`config.mk`:
```
export PLATFORM = sky130hd
export DESIGN_NAME = system_loader
export DESIGN_NICKNAME = d
export VERILOG_FILES = /design/src/rtl/system_pkg.sv /design/src/rtl/system_loader.sv
export SDC_FILE = /design/constraint.sdc
export NUM_CORES = 1
export LEC_CHECK = 0
export ABC_CLOCK_PERIOD_IN_PS = 3800
export BUFFER_PORTS_ARGS = -buffer_cell sky130_fd_sc_hd__buf_2
export CAP_MARGIN = 20
export CORE_UTILIZATION = 29
export DETAILED_ROUTE_END_ITERATION = 8
export GPL_TIMING_DRIVEN = 0
export PLACE_DENSITY = 0.51
export SETUP_SLACK_MARGIN = 0.05
export SLEW_MARGIN = 20
export SYNTH_ARGS = -nofsm -noshare
export SYNTH_HDL_FRONTEND = slang
export SYNTH_SLANG_ARGS = --single-unit
```
`constraint.sdc`:
```
create_clock -name clk -period 3.8 [get_ports clk]
set_input_delay 0.76 -clock clk [delete_from_list [all_inputs] [get_ports clk]]
set_output_delay 0.76 -clock clk [all_outputs]
set_load 0.01 [all_outputs]
```
`src/rtl/system_pkg.sv`:
```
// ---------------------------------------------------------------------------
// system_pkg
// Shared constants and types for the compute-RAM system and its loader.
//   BRAM_AWIDTH / BRAM_DWIDTH / BRAM_DEPTH : BRAM geometry
//   COMPUTE_DWIDTH                         : operand width
//   loader_state_t                         : system_loader FSM states
//   pack_word()                            : packs an operand pair into a BRAM word
// ---------------------------------------------------------------------------
package system_pkg;

  localparam int BRAM_AWIDTH    = 9;
  localparam int BRAM_DWIDTH    = 40;
  localparam int BRAM_DEPTH     = 1 << BRAM_AWIDTH;
  localparam int COMPUTE_DWIDTH = 8;

  typedef enum logic [1:0] {
    IDLE   = 2'd0,
    LOAD   = 2'd1,
    RUN    = 2'd2,
    FINISH = 2'd3
  } loader_state_t;

  // Word layout: {zero padding, input2, input1}; padding bits are always 0.
  function automatic logic [BRAM_DWIDTH-1:0] pack_word(
    input logic [COMPUTE_DWIDTH-1:0] input1,
    input logic [COMPUTE_DWIDTH-1:0] input2
  );
    return {{(BRAM_DWIDTH - 2*COMPUTE_DWIDTH){1'b0}}, input2, input1};
  endfunction

endpackage

```
`src/rtl/system_loader.sv`:
```
// ---------------------------------------------------------------------------
// system_loader
// Upstream sequencer for the compute-RAM system. Accepts a valid/ready stream
// of operand pairs, writes them as packed BRAM words through the system's
// external port-b path, then holds start until the system pulses done (or a
// run timeout expires).
//
// state  | meaning
// -------+--------------------------------------------------------------
// IDLE   | waiting for go; stream not ready, system owns its BRAM
// LOAD   | accepting pairs and writing them over external port b
// RUN    | start held high, timeout timer counting down
// FINISH | start dropped; complete pulses if the run ended on done
//
// Ports:
//   clk, reset              : clock, synchronous active-high reset
//   go                      : one-cycle load+run request (IDLE only)
//   load_start_addr         : first BRAM address, sampled on accepted go
//   num_words               : pairs to load (0 means BRAM_DEPTH), sampled on go
//   in_valid/in_ready/in_data : operand-pair stream, in_data = {input2, input1}
//   external, bram_sel      : port-b ownership/select towards the system
//   bram_addr_ext/_wdata_ext/_wren_ext : registered external write port
//   start                   : level run request to the system
//   done                    : one-cycle completion pulse from the system
//   busy                    : FSM not in IDLE
//   complete                : one-cycle pulse after a run ended on done
//   timeout_err             : sticky, cleared by reset or the next accepted go
// ---------------------------------------------------------------------------
module system_loader #(
  parameter int BRAM_AWIDTH    = 9,
  parameter int BRAM_DWIDTH    = 40,
  parameter int COMPUTE_DWIDTH = 8,
  parameter int TIMEOUT        = 1024
) (
  input  logic                        clk,
  input  logic                        reset,
  input  logic                        go,
  input  logic [BRAM_AWIDTH-1:0]      load_start_addr,
  input  logic [BRAM_AWIDTH:0]        num_words,
  input  logic                        in_valid,
  output logic                        in_ready,
  input  logic [2*COMPUTE_DWIDTH-1:0] in_data,
  output logic                        external,
  output logic                        bram_sel,
  output logic [BRAM_AWIDTH-1:0]      bram_addr_ext,
  output logic [BRAM_DWIDTH-1:0]      bram_wdata_ext,
  output logic                        bram_wren_ext,
  output logic                        start,
  input  logic                        done,
  output logic                        busy,
  output logic                        complete,
  output logic                        timeout_err
);

  import system_pkg::*;

  // Run timer is a down-counter loaded with TIMEOUT-1 while loading; reaching
  // zero in RUN means TIMEOUT run cycles have elapsed.
  localparam int                 TW         = (TIMEOUT > 2) ? $clog2(TIMEOUT) : 1;
  localparam logic [TW-1:0]      TIMER_LOAD = TW'(TIMEOUT - 1);
  localparam logic [BRAM_AWIDTH:0] FULL_COUNT = {1'b1, {BRAM_AWIDTH{1'b0}}};

  loader_state_t state_q, state_d;

  logic [BRAM_AWIDTH-1:0] addr_q;
  logic [BRAM_AWIDTH:0]   count_q;
  logic [BRAM_AWIDTH:0]   target_q;
  logic [TW-1:0]          timer_q;
  logic                   handshake;
  logic                   load_done;
  logic                   timer_expired;

  assign load_done     = (count_q == target_q);
  assign handshake     = in_valid & in_ready;
  // done takes priority if it coincides with the final timer cycle.
  assign timer_expired = (state_q == RUN) && !done && (timer_q == '0);

  assign busy     = (state_q != IDLE);
  assign bram_sel = 1'b0;

  always_comb begin
    state_d  = state_q;
    in_ready = 1'b0;
    external = 1'b0;
    start    = 1'b0;
    case (state_q)
      IDLE: begin
        if (go) state_d = LOAD;
      end
      LOAD: begin
        external = 1'b1;
        // Ready drops once the last pair is in; the FSM stays in LOAD one more
        // cycle so the final registered write completes while we still own
        // port b.
        in_ready = !load_done;
        if (load_done) state_d = RUN;
      end
      RUN: begin
        start = 1'b1;
        if (done || timer_expired) state_d = FINISH;
      end
      FINISH: begin
        state_d = IDLE;
      end
      default: state_d = IDLE;
    endcase
  end

  always_ff @(posedge clk) begin
    if (reset) begin
      state_q        <= IDLE;
      addr_q         <= '0;
      count_q        <= '0;
      target_q       <= '0;
      timer_q        <= '0;
      bram_addr_ext  <= '0;
      bram_wdata_ext <= '0;
      bram_wren_ext  <= 1'b0;
      complete       <= 1'b0;
      timeout_err    <= 1'b0;
    end else begin
      state_q       <= state_d;
      bram_wren_ext <= handshake;
      complete      <= (state_q == RUN) && done;

      if (handshake) begin
        bram_addr_ext  <= addr_q;
        bram_wdata_ext <= pack_word(in_data[COMPUTE_DWIDTH-1:0],
                                    in_data[2*COMPUTE_DWIDTH-1:COMPUTE_DWIDTH]);
        addr_q         <= addr_q + 1'b1;
        count_q        <= count_q + 1'b1;
      end

      case (state_q)
        IDLE: begin
          if (go) begin
            addr_q      <= load_start_addr;
            target_q    <= (num_words == '0) ? FULL_COUNT : num_words;
            count_q     <= '0;
            timeout_err <= 1'b0;
          end
        end
        LOAD: begin
          timer_q <= TIMER_LOAD;
        end
        RUN: begin
          timer_q <= timer_q - 1'b1;
          if (timer_expired) timeout_err <= 1'b1;
        end
        default: ;
      endcase
    end
  end

endmodule

```
==> results of run 1 <==
-- worst max-delay path by stage --
stage / start / end / cells past startpoint
3_3_place_gp: go / count_q[5] / 5
5_1_grt: count_q[1] / in_ready / 4
4_1_cts: count_q[1] / in_ready / 4
6_report: count_q[1] / in_ready / 4
3_5_place_dp: go / count_q[5] / 5
2_1_floorplan: in_valid / addr_q[6] / 5
-- metrics by stage --
step           power (µW)  hold WS (ns)  setup WS [ns]  cell area (µm²)
2_1_floorplan        1590         0.432           1.99             3280
3_3_place_gp         1840         0.439           1.62             3810
3_5_place_dp         1860         0.446           1.62             3810
4_1_cts              2460         0.456           1.29             4000
5_1_grt              2620         0.485           1.21             4000
6_report             2430         0.453           1.30             4000
-- cells in the final DEF, fill, tap and decap left out, types with 4 or more instances in the layout --
master / synthesis / final
and3_1: 4 / 4
ha_1: 7 / 7
nand2b_1: 5 / 5
conb_1: 1 / 25
nand2_1: 83 / 83
o21ai_0: 19 / 19
buf_2: 5 / 76
or4_1: 6 / 6
nor3_1: 4 / 4
nand3_1: 8 / 8
a31oi_1: 9 / 9
nor2_1: 14 / 14
inv_1: 9 / 9
a21oi_1: 55 / 55
and2_1: 4 / 4
o31ai_1: 4 / 4
xnor2_1: 15 / 15
buf_4: 26 / 26
or3_1: 10 / 10
clkbuf_8: 0 / 10
clkbuf_1: 9 / 11
dfxtp_1: 69 / 69
-- sequential cells by signal, summed over array words and instances (netlist names) --
name / cells
addr_q: 9
bram_addr_ext: 9
bram_wdata_ext: 16
bram_wren_ext: 1
complete: 1
count_q: 10
state_q: 2
target_q: 10
timeout_err: 1
timer_q: 10
-- metal layers --
layer	routed length, µm	GRT usage
met5	0	0
met4	194	0.0587
met3	490	0.0474
met2	3670	0.235
met1	3850	0.190
-- final cells by class --
type                       count  area (µm²)  area share
timing repair buffer          71         355      0.0888
inverter                       9        33.8     0.00845
buffer                        44         277      0.0691
sequential                    69        1380       0.345
multi-input combinational    296        1590       0.398
clock buffer                  12         145      0.0363
clock inverter                 4        47.5      0.0119
tap                          136         170      0.0425
-- worst max-delay path: cells and delay by family (launching register included) --
kind / cells / cell delay (ns)
xor+xnor: 1 / 0.17
simple gates: 1 / 0.18
flops: 1 / 0.45
compound gates: 1 / 0.41
buf+inv: 1 / 0.18
-- power groups by stage --
| stage | clock [µW] | sequential [µW] | combinational [µW] |
|---|---|---|---|
| 2_1_floorplan | 0 | 990 | 603 |
| 3_3_place_gp | 0 | 1000 | 841 |
| 3_5_place_dp | 0 | 1000 | 856 |
| 4_1_cts | 616 | 987 | 859 |
| 5_1_grt | 649 | 1010 | 957 |
| 6_report | 600 | 987 | 848 |
-- synth_stat cells --
cell type  instances  area, µm²
or3_1             10       62.6
conb_1             1       3.75
and3_1             4       25.0
a211oi_1           3       22.5
ha_1               7       87.6
nor4b_1            1       8.76
o21ai_0           19       95.1
or4_1              6       45.0
buf_4             26        195
o31ai_1            4       30.0
a311oi_1           2       17.5
nor2_1            14       52.6
xnor2_1           15        131
nand2b_1           5       31.3
nand4_1            2       12.5
buf_2              5       25.0
o31a_1             3       26.3
buf_6              1       11.3
inv_1              9       33.8
clkbuf_1           9       33.8
dfxtp_1           69       1380
a31o_2             1       8.76
buf_1              3       11.3
nand4_2            2       25.0
o31ai_2            1       12.5
nor4_1             2       12.5
o21a_1             1       7.51
nor4bb_1           1       10.0
nand2_1           83        312
nand3_1            8       40.0
a21oi_1           55        275
mux2i_1            1       10.0
nand3b_1           1       7.51
xor2_1             3       26.3
a31oi_1            9       56.3
nor3_1             4       20.0
and2_1             4       25.0
-- logic make-up (layout without fill, tap and decap cells) --
kind of cell               Yosys count  in the layout
and+or+nand+nor                    147            147
AOI/OAI and AO/OA                   98             98
DFF                                 69             69
buffers and inverters               53            140
xor gates and xnor gates            18             18
adders and majority gates            7              7
other                                1             25
muxes                                1              1
==> flow_metrics.py, run 1 <==
metrics = {
    "yosys": {
        "synth_warnings": 0,
        "synth_compound_area_frac": 0.173,
        "yosys.area_share.simple": 0.216,
        "ys_types": 37,
        "synth_area_um2": 3190,
        "synthMuxAreaShare": 0.00314,
        "synth_top_family_by_area": "simple AND/OR/NAND/NOR gates",
        "synth_xor_area_frac": 0.0494,
        "avgSynthCellArea_um2": 8.10,
        "synth_fa_ha_area_frac": 0.0274,
        "synth-seq-area-share": 0.433,
        "ys_seq_elements": 69,
        "syn_inst": 394,
    },
    "critical_path": {
        "r2r_end": "timer_q[6]",
        "cpPeakStageDelay_ns": 0.45,
        "reg2reg_from": "state_q[1]",
        "endpoint_kind": "output pin",
        "critical_path.max_fanout": 5,
        "path_cells": "xnor2_1 -> nand4_2 -> o31a_1 -> buf_2",
        "required_ns": 3.04,
        "critPathArrivalTime_ns": 1.74,
        "cp-start-kind": "flip-flop",
        "ff2ff_setup_slack_ns": 1.69,
        "path_class": "reg -> out",
        "r2r_cells": 7,
        "critPathSlowestCell": "dfxtp_1",
    },
    "power_and_ir_drop": {
        "p_int_uw": 1530,
        "irDropWorstVdd_uv": 380,
        "power_frac_seq": 0.405,
        "clockPowerShare": 0.246,
        "p_switching_uw": 905,
        "leakage_uw": 0.00164,
        "p_comb_frac": 0.348,
        "powerDensity_nw_per_um2": 609,
        "switching_share": 0.372,
    },
    "placed_design": {
        "place_congestion": 0.815,
        "io_buffers": 71,
        "dp_cells": 625,
        "dp_hpwl_um": 6210,
    },
    "drt": {
        "drtPass1Iterations": 4,
        "wirelength_um": 8210,
        "dr.first_iter.drc_count": 113,
        "ant_nets": 0,
        "wire_per_inst_um": 12.8,
        "drc": 0,
        "num_vias": 2945,
        "via_per_inst": 4.59,
    },
    "floorplan": {
        "start_util": 0.304,
        "num_rows": 37,
        "die_x_um": 107,
        "die-area_um2": 11400,
        "io_pins": 97,
        "die_h_um": 107,
        "core_region_area_um2": 10500,
    },
    "cts": {
        "clkTransAtPathRegs_ns": 0.07,
        "post-cts-setup-buffers": 0,
        "clk-insertion-delay-late_ns": 0.35,
        "cts_made_buffers": 9,
        "cts_tree": "done",
        "cts_max_path_buffers": 2,
        "cts_hold_buf": 0,
        "cts_max_level": 3,
        "clock-sinks": 69,
        "postCtsResizedCells": 0,
        "cts-root-buf": "clkbuf_8",
    },
    "layout": {
        "fill_cells": 1120,
        "layout-drive-gt1-share": 0.240,
        "stdcell_count": 641,
        "area_growth_pct": 25.3,
        "fin_util": 0.381,
        "diodes": 0,
        "nNetsFinal": 547,
    },
    "global_route": {
        "track_usage": 0.150,
        "grt_pass1_vias": 2747,
        "antenna_found_initial": 0,
        "grt_pass1_wl_um": 13200,
        "gr-total-overflow": 0,
        "grt_max_degree": 12,
    },
    "timing": {
        "finalCritPeriodShare": 0.659,
        "setup_tns_ns": 0,
        "drv_slew": 0,
        "relSlewSlack": 0.544,
        "tightest_slew_ns": 0.675,
        "clock_skew_ns": 0.00452,
        "hold_viol": 0,
        "setup_violations": 0,
        "fin_crit_ns": 2.50,
        "rsz0062_at_grt": "false",
        "max_freq_ghz": 0.399,
    },
    "status": {
        "run_status": "complete, no violations",
    },
    "hold_path": {
        "worstHoldEndpoint": "bram_wdata_ext[4]",
        "min_from": "bram_wdata_ext[4]",
        "hp-class": "reg -> reg",
        "min_path_cells": 2,
    },
    "flow_run": {
        "drv_cap": 0,
    },
}
No activity file was read; power rests on OpenSTA's default activity.
==> run 2, diff against run 1 <==
ABC_AREA = 1   (was not set)
ABC_CLOCK_PERIOD_IN_PS = 2300   (was 3800)
PLACE_DENSITY = 0.52   (was 0.51)
clock period = 2.3 ns   (was 3.8 ns; I/O delays follow)
==> run 2 against run 1 <==
Compared with the run above: the flow now finishes with violations (design-rule violations); area after synthesis increased by 11%; first-iteration DRC count rose by 42%; critical path depth grew 3; synthesized cell count is 25% higher; die area increased by 10%; power is 94% higher; combinational power is 84% higher; cell count rose by 16%; global-route usage grew 0.22 points; critical endpoint unchanged; largest power group unchanged.
==> flow_metrics.py, run 2 <==
metrics = {
    "status": {
        "run_status": "finished, violations left",
        "failed_checks": "design-rule violations",
    },
    "yosys": {
        "synth_area_um2": 3530,
        "synth-edff-count": 0,
        "ys_types": 30,
        "yosys-top-cells-area": "dfxtp_1 39%, nand2_1 15%, buf_4 6.0%",
        "synth_warnings": 0,
        "synth_top_area_frac": 0.391,
        "syn_inst": 494,
        "synth_flop_cell": "dfxtp_1",
        "async_flop_share": 0,
        "synth.most_common_cell": "nand2_1",
        "synth-seq-area-share": 0.391,
        "yosysTopAreaCell": "dfxtp_1",
        "ys_seq_elements": 69,
        "avgSynthCellArea_um2": 7.15,
        "synthTopCellsByCount": "143 x nand2_1, 69 x dfxtp_1, 55 x inv_1",
    },
    "hold_path": {
        "hp-class": "in -> reg",
        "min_path_cells": 3,
        "worstHoldEndpoint": "addr_q[0]",
        "min_from": "load_start_addr[0]",
    },
    "critical_path": {
        "critical_path.max_fanout": 5,
        "r2r_end": "timer_q[6]",
        "required_ns": 1.84,
        "critPathArrivalTime_ns": 1.62,
        "endpoint_kind": "output pin",
        "reg2reg_from": "state_q[0]",
        "cp-start-kind": "flip-flop",
        "path_class": "reg -> out",
        "r2r_cells": 9,
        "ff2ff_setup_slack_ns": 0.43,
    },
    "placed_design": {
        "place_congestion": 0.829,
        "io_buffers": 69,
        "dp_cells": 730,
        "placed_cell_area_um2": 4150,
        "dp_hpwl_um": 6510,
    },
    "drt": {
        "drc": 7,
        "dr.first_iter.drc_count": 161,
        "drtPass1Iterations": 7,
        "num_vias": 3244,
        "wirelength_um": 8770,
        "wire_per_inst_um": 11.8,
        "ant_nets": 0,
        "via_per_inst": 4.35,
    },
    "layout": {
        "stdcell_count": 745,
        "top_register": "bram_wdata_ext",
        "fin_area_um2": 4470,
        "nNetsFinal": 645,
        "layout_commonest_cell": "nand2_1",
        "area_growth_pct": 26.6,
        "layout.cells.most_common_list": "143 x nand2_1, 70 x buf_2, 69 x dfxtp_1",
        "diodes": 0,
        "layout-drive-gt1-share": 0.238,
        "fin_util": 0.383,
        "largest_reg_flops": 16,
    },
    "cts": {
        "cts_made_buffers": 9,
        "clk-insertion-delay-late_ns": 0.33,
        "cts_max_level": 3,
        "cts_max_path_buffers": 2,
        "postCtsResizedCells": 0,
        "cts-root-buf": "clkbuf_16",
        "cts_tree": "done",
        "post-cts-setup-buffers": 0,
        "clkTransAtPathRegs_ns": 0.06,
        "cts_hold_buf": 0,
        "clock-sinks": 69,
    },
    "timing": {
        "setup_tns_ns": 0,
        "rsz0062_at_grt": "false",
        "hold_viol": 0,
        "relSlewSlack": 0.483,
        "tightest_slew_ns": 0.772,
        "drv_slew": 0,
        "fin_crit_ns": 2.08,
        "max_freq_ghz": 0.480,
        "finalCritPeriodShare": 0.906,
        "clock_skew_ns": 0.00718,
        "setup_violations": 0,
    },
    "floorplan": {
        "start_util": 0.303,
        "die_x_um": 112,
        "io_pins": 97,
        "core_region_area_um2": 11700,
        "num_rows": 39,
        "die_h_um": 112,
        "die-area_um2": 12600,
    },
    "global_route": {
        "antenna_found_initial": 0,
        "grt_pass1_vias": 3100,
        "gr-total-overflow": 0,
        "track_usage": 0.152,
        "grt_pass1_wl_um": 14800,
        "grt_max_degree": 13,
    },
    "flow_run": {
        "drv_cap": 0,
    },
    "power_and_ir_drop": {
        "leakage_uw": 0.00216,
        "finalPower_uw": 4710,
        "powerDensity_nw_per_um2": 1050,
        "irDropWorstVdd_uv": 518,
    },
}
-- run 2: changes by cell type after synthesis, sizes merged, moves of 5 or more --
cell / change
nand2b: -5
a21oi: -11
inv: +49
nand2: +69
nand4: +10
nor2: +19
or4: -6
nand3: +14
a31oi: -6
xor2: +5
xnor2: -8
or3: -10
-- run 2: per-layer routing --
layer  GRT usage  up-vias  routed length [µm]
li1            -     1731                   -
met1       0.190     1417                4230
met2       0.250       91                4060
met3      0.0383        5                 408
met4      0.0613        0                  74
met5           0        -                   0
-- run 2: logic make-up after synthesis --
kind of cell,after synthesis,synth area share
buf+inv,103,0.149
other cells,1,0.00106
fa+ha+maj,7,0.0248
flops,69,0.391
simple gates,229,0.280
compound gates,70,0.116
xor+xnor,15,0.0372
-- run 2: critical path: stages, from the launching register on --
cell	delay [ns]
dfxtp_1	0.41
xnor2_1	0.14
nand2_1	0.06
nor2_1	0.18
nand3_4	0.15
nand2_1	0.15
inv_1	0.05
buf_2	0.13
-- run 2: stage by stage --
stage	setup slack [ns]	hold WS [ns]
2_1_floorplan	0.693	0.438
3_3_place_gp	0.411	0.433
3_5_place_dp	0.398	0.433
4_1_cts	0.185	0.314
5_1_grt	0.0678	0.336
6_report	0.216	0.333
-- run 2: cell type report --
class	count	area, µm²
flip-flops and latches	69	1380
clock inverters	5	85.1
clock buffers	10	239
inverters	58	220
repair buffers	69	345
plain buffers	45	307
fillers	1224	7190
multi-input cells	346	1710
well taps	143	179
-- run 2: worst max path at each step --
stage	start	endpoint
after CTS	count_q[7]	in_ready
after global placement	reset	target_q[5]
after detailed placement	reset	target_q[5]
after floorplan	state_q[0]	timer_q[6]
final	count_q[7]	in_ready
after global routing	count_q[6]	in_ready
-- run 2: power breakdown --
part           internal, µW  switching, µW  leakage (µW)  total, µW
Clock                   976            524      0.000155       1500
Combinational           585            977       0.00144       1560
Sequential             1450            201      0.000564       1650
==> run 3, diff against run 2 <==
ABC_AREA = not set   (was 1)
PLACE_DENSITY = 0.53   (was 0.52)
==> run 3 against run 2 <==
Compared with the run above: the run now ends clean; register-to-register slack worse by 0.12 ns; global-route usage down 0.51 points; hold slack better by 0.020 ns; sequential share of layout area up 3.7 points; critical path type unchanged; critical endpoint unchanged.
==> flow_metrics.py, run 3 (synthesized netlist as in run 1, its figures left out) <==
metrics = {
    "timing": {
        "setup_violations": 0,
        "setup_tns_ns": 0,
        "clock_skew_ns": 0.00500,
        "relSlewSlack": 0.637,
        "tightest_slew_ns": 0.544,
        "hold_viol": 0,
        "rsz0062_at_grt": "false",
        "max_freq_ghz": 0.470,
        "fin_crit_ns": 2.13,
        "hold_slack_ns": 0.353,
        "drv_slew": 0,
        "finalCritPeriodShare": 0.925,
    },
    "drt": {
        "wire_per_inst_um": 12.8,
        "num_vias": 2938,
        "drc": 0,
        "ant_nets": 0,
        "dr.first_iter.drc_count": 119,
        "drtPass1Iterations": 4,
        "wirelength_um": 8170,
        "via_per_inst": 4.59,
    },
    "global_route": {
        "grt_pass1_wl_um": 12900,
        "grt_busiest_layer": "met2",
        "antenna_found_initial": 0,
        "use_met1": 0.188,
        "grt_pass1_vias": 2673,
        "track_usage": 0.147,
        "gr-total-overflow": 0,
        "gr-usage-met2": 0.238,
        "met3_usage": 0.0426,
        "grt_max_degree": 12,
    },
    "layout": {
        "multi_input_area_um2": 1600,
        "nNetsFinal": 547,
        "area_growth_pct": 25.2,
        "layout-drive-gt1-share": 0.244,
        "layout_commonest_cell": "nand2_1",
        "stdcell_count": 640,
        "diodes": 0,
        "seqCellArea_um2": 1380,
        "largest_reg_flops": 16,
        "top_register": "bram_wdata_ext",
        "fill_cells": 1163,
        "layout.cells.most_common_list": "83 x nand2_1, 76 x buf_2, 68 x dfxtp_1",
    },
    "floorplan": {
        "num_rows": 37,
        "die_x_um": 107,
        "start_util": 0.304,
        "io_pins": 97,
        "die_h_um": 107,
        "die-area_um2": 11400,
        "core_region_area_um2": 10500,
    },
    "critical_path": {
        "required_ns": 1.84,
        "cp-start-kind": "flip-flop",
        "critical_path.max_fanout": 5,
        "path_class": "reg -> out",
        "endpoint_kind": "output pin",
        "critPathArrivalTime_ns": 1.67,
    },
    "power_and_ir_drop": {
        "irDropWorstVdd_uv": 625,
        "powerDensity_nw_per_um2": 996,
        "leakage_uw": 0.00163,
    },
    "placed_design": {
        "dp_hpwl_um": 6250,
        "dp_cells": 625,
        "io_buffers": 71,
        "place_congestion": 0.808,
    },
    "cts": {
        "cts_made_buffers": 9,
        "clock-sinks": 69,
        "clk-insertion-delay-late_ns": 0.34,
        "cts_tree": "done",
        "cts_max_path_buffers": 2,
        "cts_hold_buf": 0,
        "clkTransAtPathRegs_ns": 0.07,
        "cts-root-buf": "clkbuf_8",
        "cts_max_level": 3,
    },
    "status": {
        "run_status": "complete, no violations",
    },
    "hold_path": {
        "hp-class": "in -> reg",
    },
    "flow_run": {
        "drv_cap": 0,
    },
}
## run 3: cell count changes in the layout (fill, tap and decap cells not counted), moves of 8 or more
cell       delta
or3_1        +10
nand4_1      -12
nand2_2       -9
inv_1        -46
nor2_1       -17
a21oi_1      +20
nand3_1      -12
a21oi_2       -9
clkbuf_16     -9
xnor2_1       +8
nand2_1      -60
clkbuf_8      +8
## run 3: final timing paths
check | slack (ns) | end | depth (start not counted) | from
setup / recovery | 0.17 | in_ready | 4 | count_q[0]
setup reg to reg | 0.31 | count_q[5] | 6 | state_q[1]
hold reg to reg | 0.45 | bram_wdata_ext[4] | 2 | bram_wdata_ext[4]
hold / removal | 0.35 | bram_wdata_ext[2] | 3 | in_data[2]
## run 3: per-stage QoR
stage / setup WS [ns] / util / total power (µW) / area [µm²]
global route: 0.0782 / 0.380 / 4270 / 4000
finish: 0.172 / 0.380 / 3980 / 4000
CTS: 0.113 / 0.379 / 4010 / 3990
global placement: 0.203 / 0.362 / 3030 / 3810
floorplan: 0.562 / - / 2630 / 3280
detailed placement: 0.192 / 0.362 / 3070 / 3810
## run 3: layout make-up
class	instances	share of cell area
plain buffers	44	0.0692
clock buffers	10	0.0319
clock inverters	5	0.0132
inverters	9	0.00846
multi-input cells	296	0.400
flip-flops and latches	69	0.346
well taps	136	0.0426
repair buffers	71	0.0889
## run 3: worst max-delay path, cell delays in order (launching register included)
cell and delay, ns:
dfxtp_1 0.46, xnor2_1 0.18, nand4_2 0.16, o31a_1 0.36, buf_2 0.17
## run 3: repair_timing
item	in CTS	in global routing
gates resized for setup	0	2
setup buffers	0	0
hold endpoints to repair	0	0
endpoints found under the setup margin	0	3
## run 3: routing by layer
metal	share of wire	wire length (µm)	up-vias
met5	0	0	-
met2	0.47	3860	92
li1	-	-	1513
met4	0.011	87	0
met1	0.46	3750	1325
met3	0.059	479	8
## run 3: power by group
part	switching, µW	internal (µW)	total, µW
registers	205	1430	1640
logic	834	574	1410
clock network	443	489	932
total	1480	2490	3980
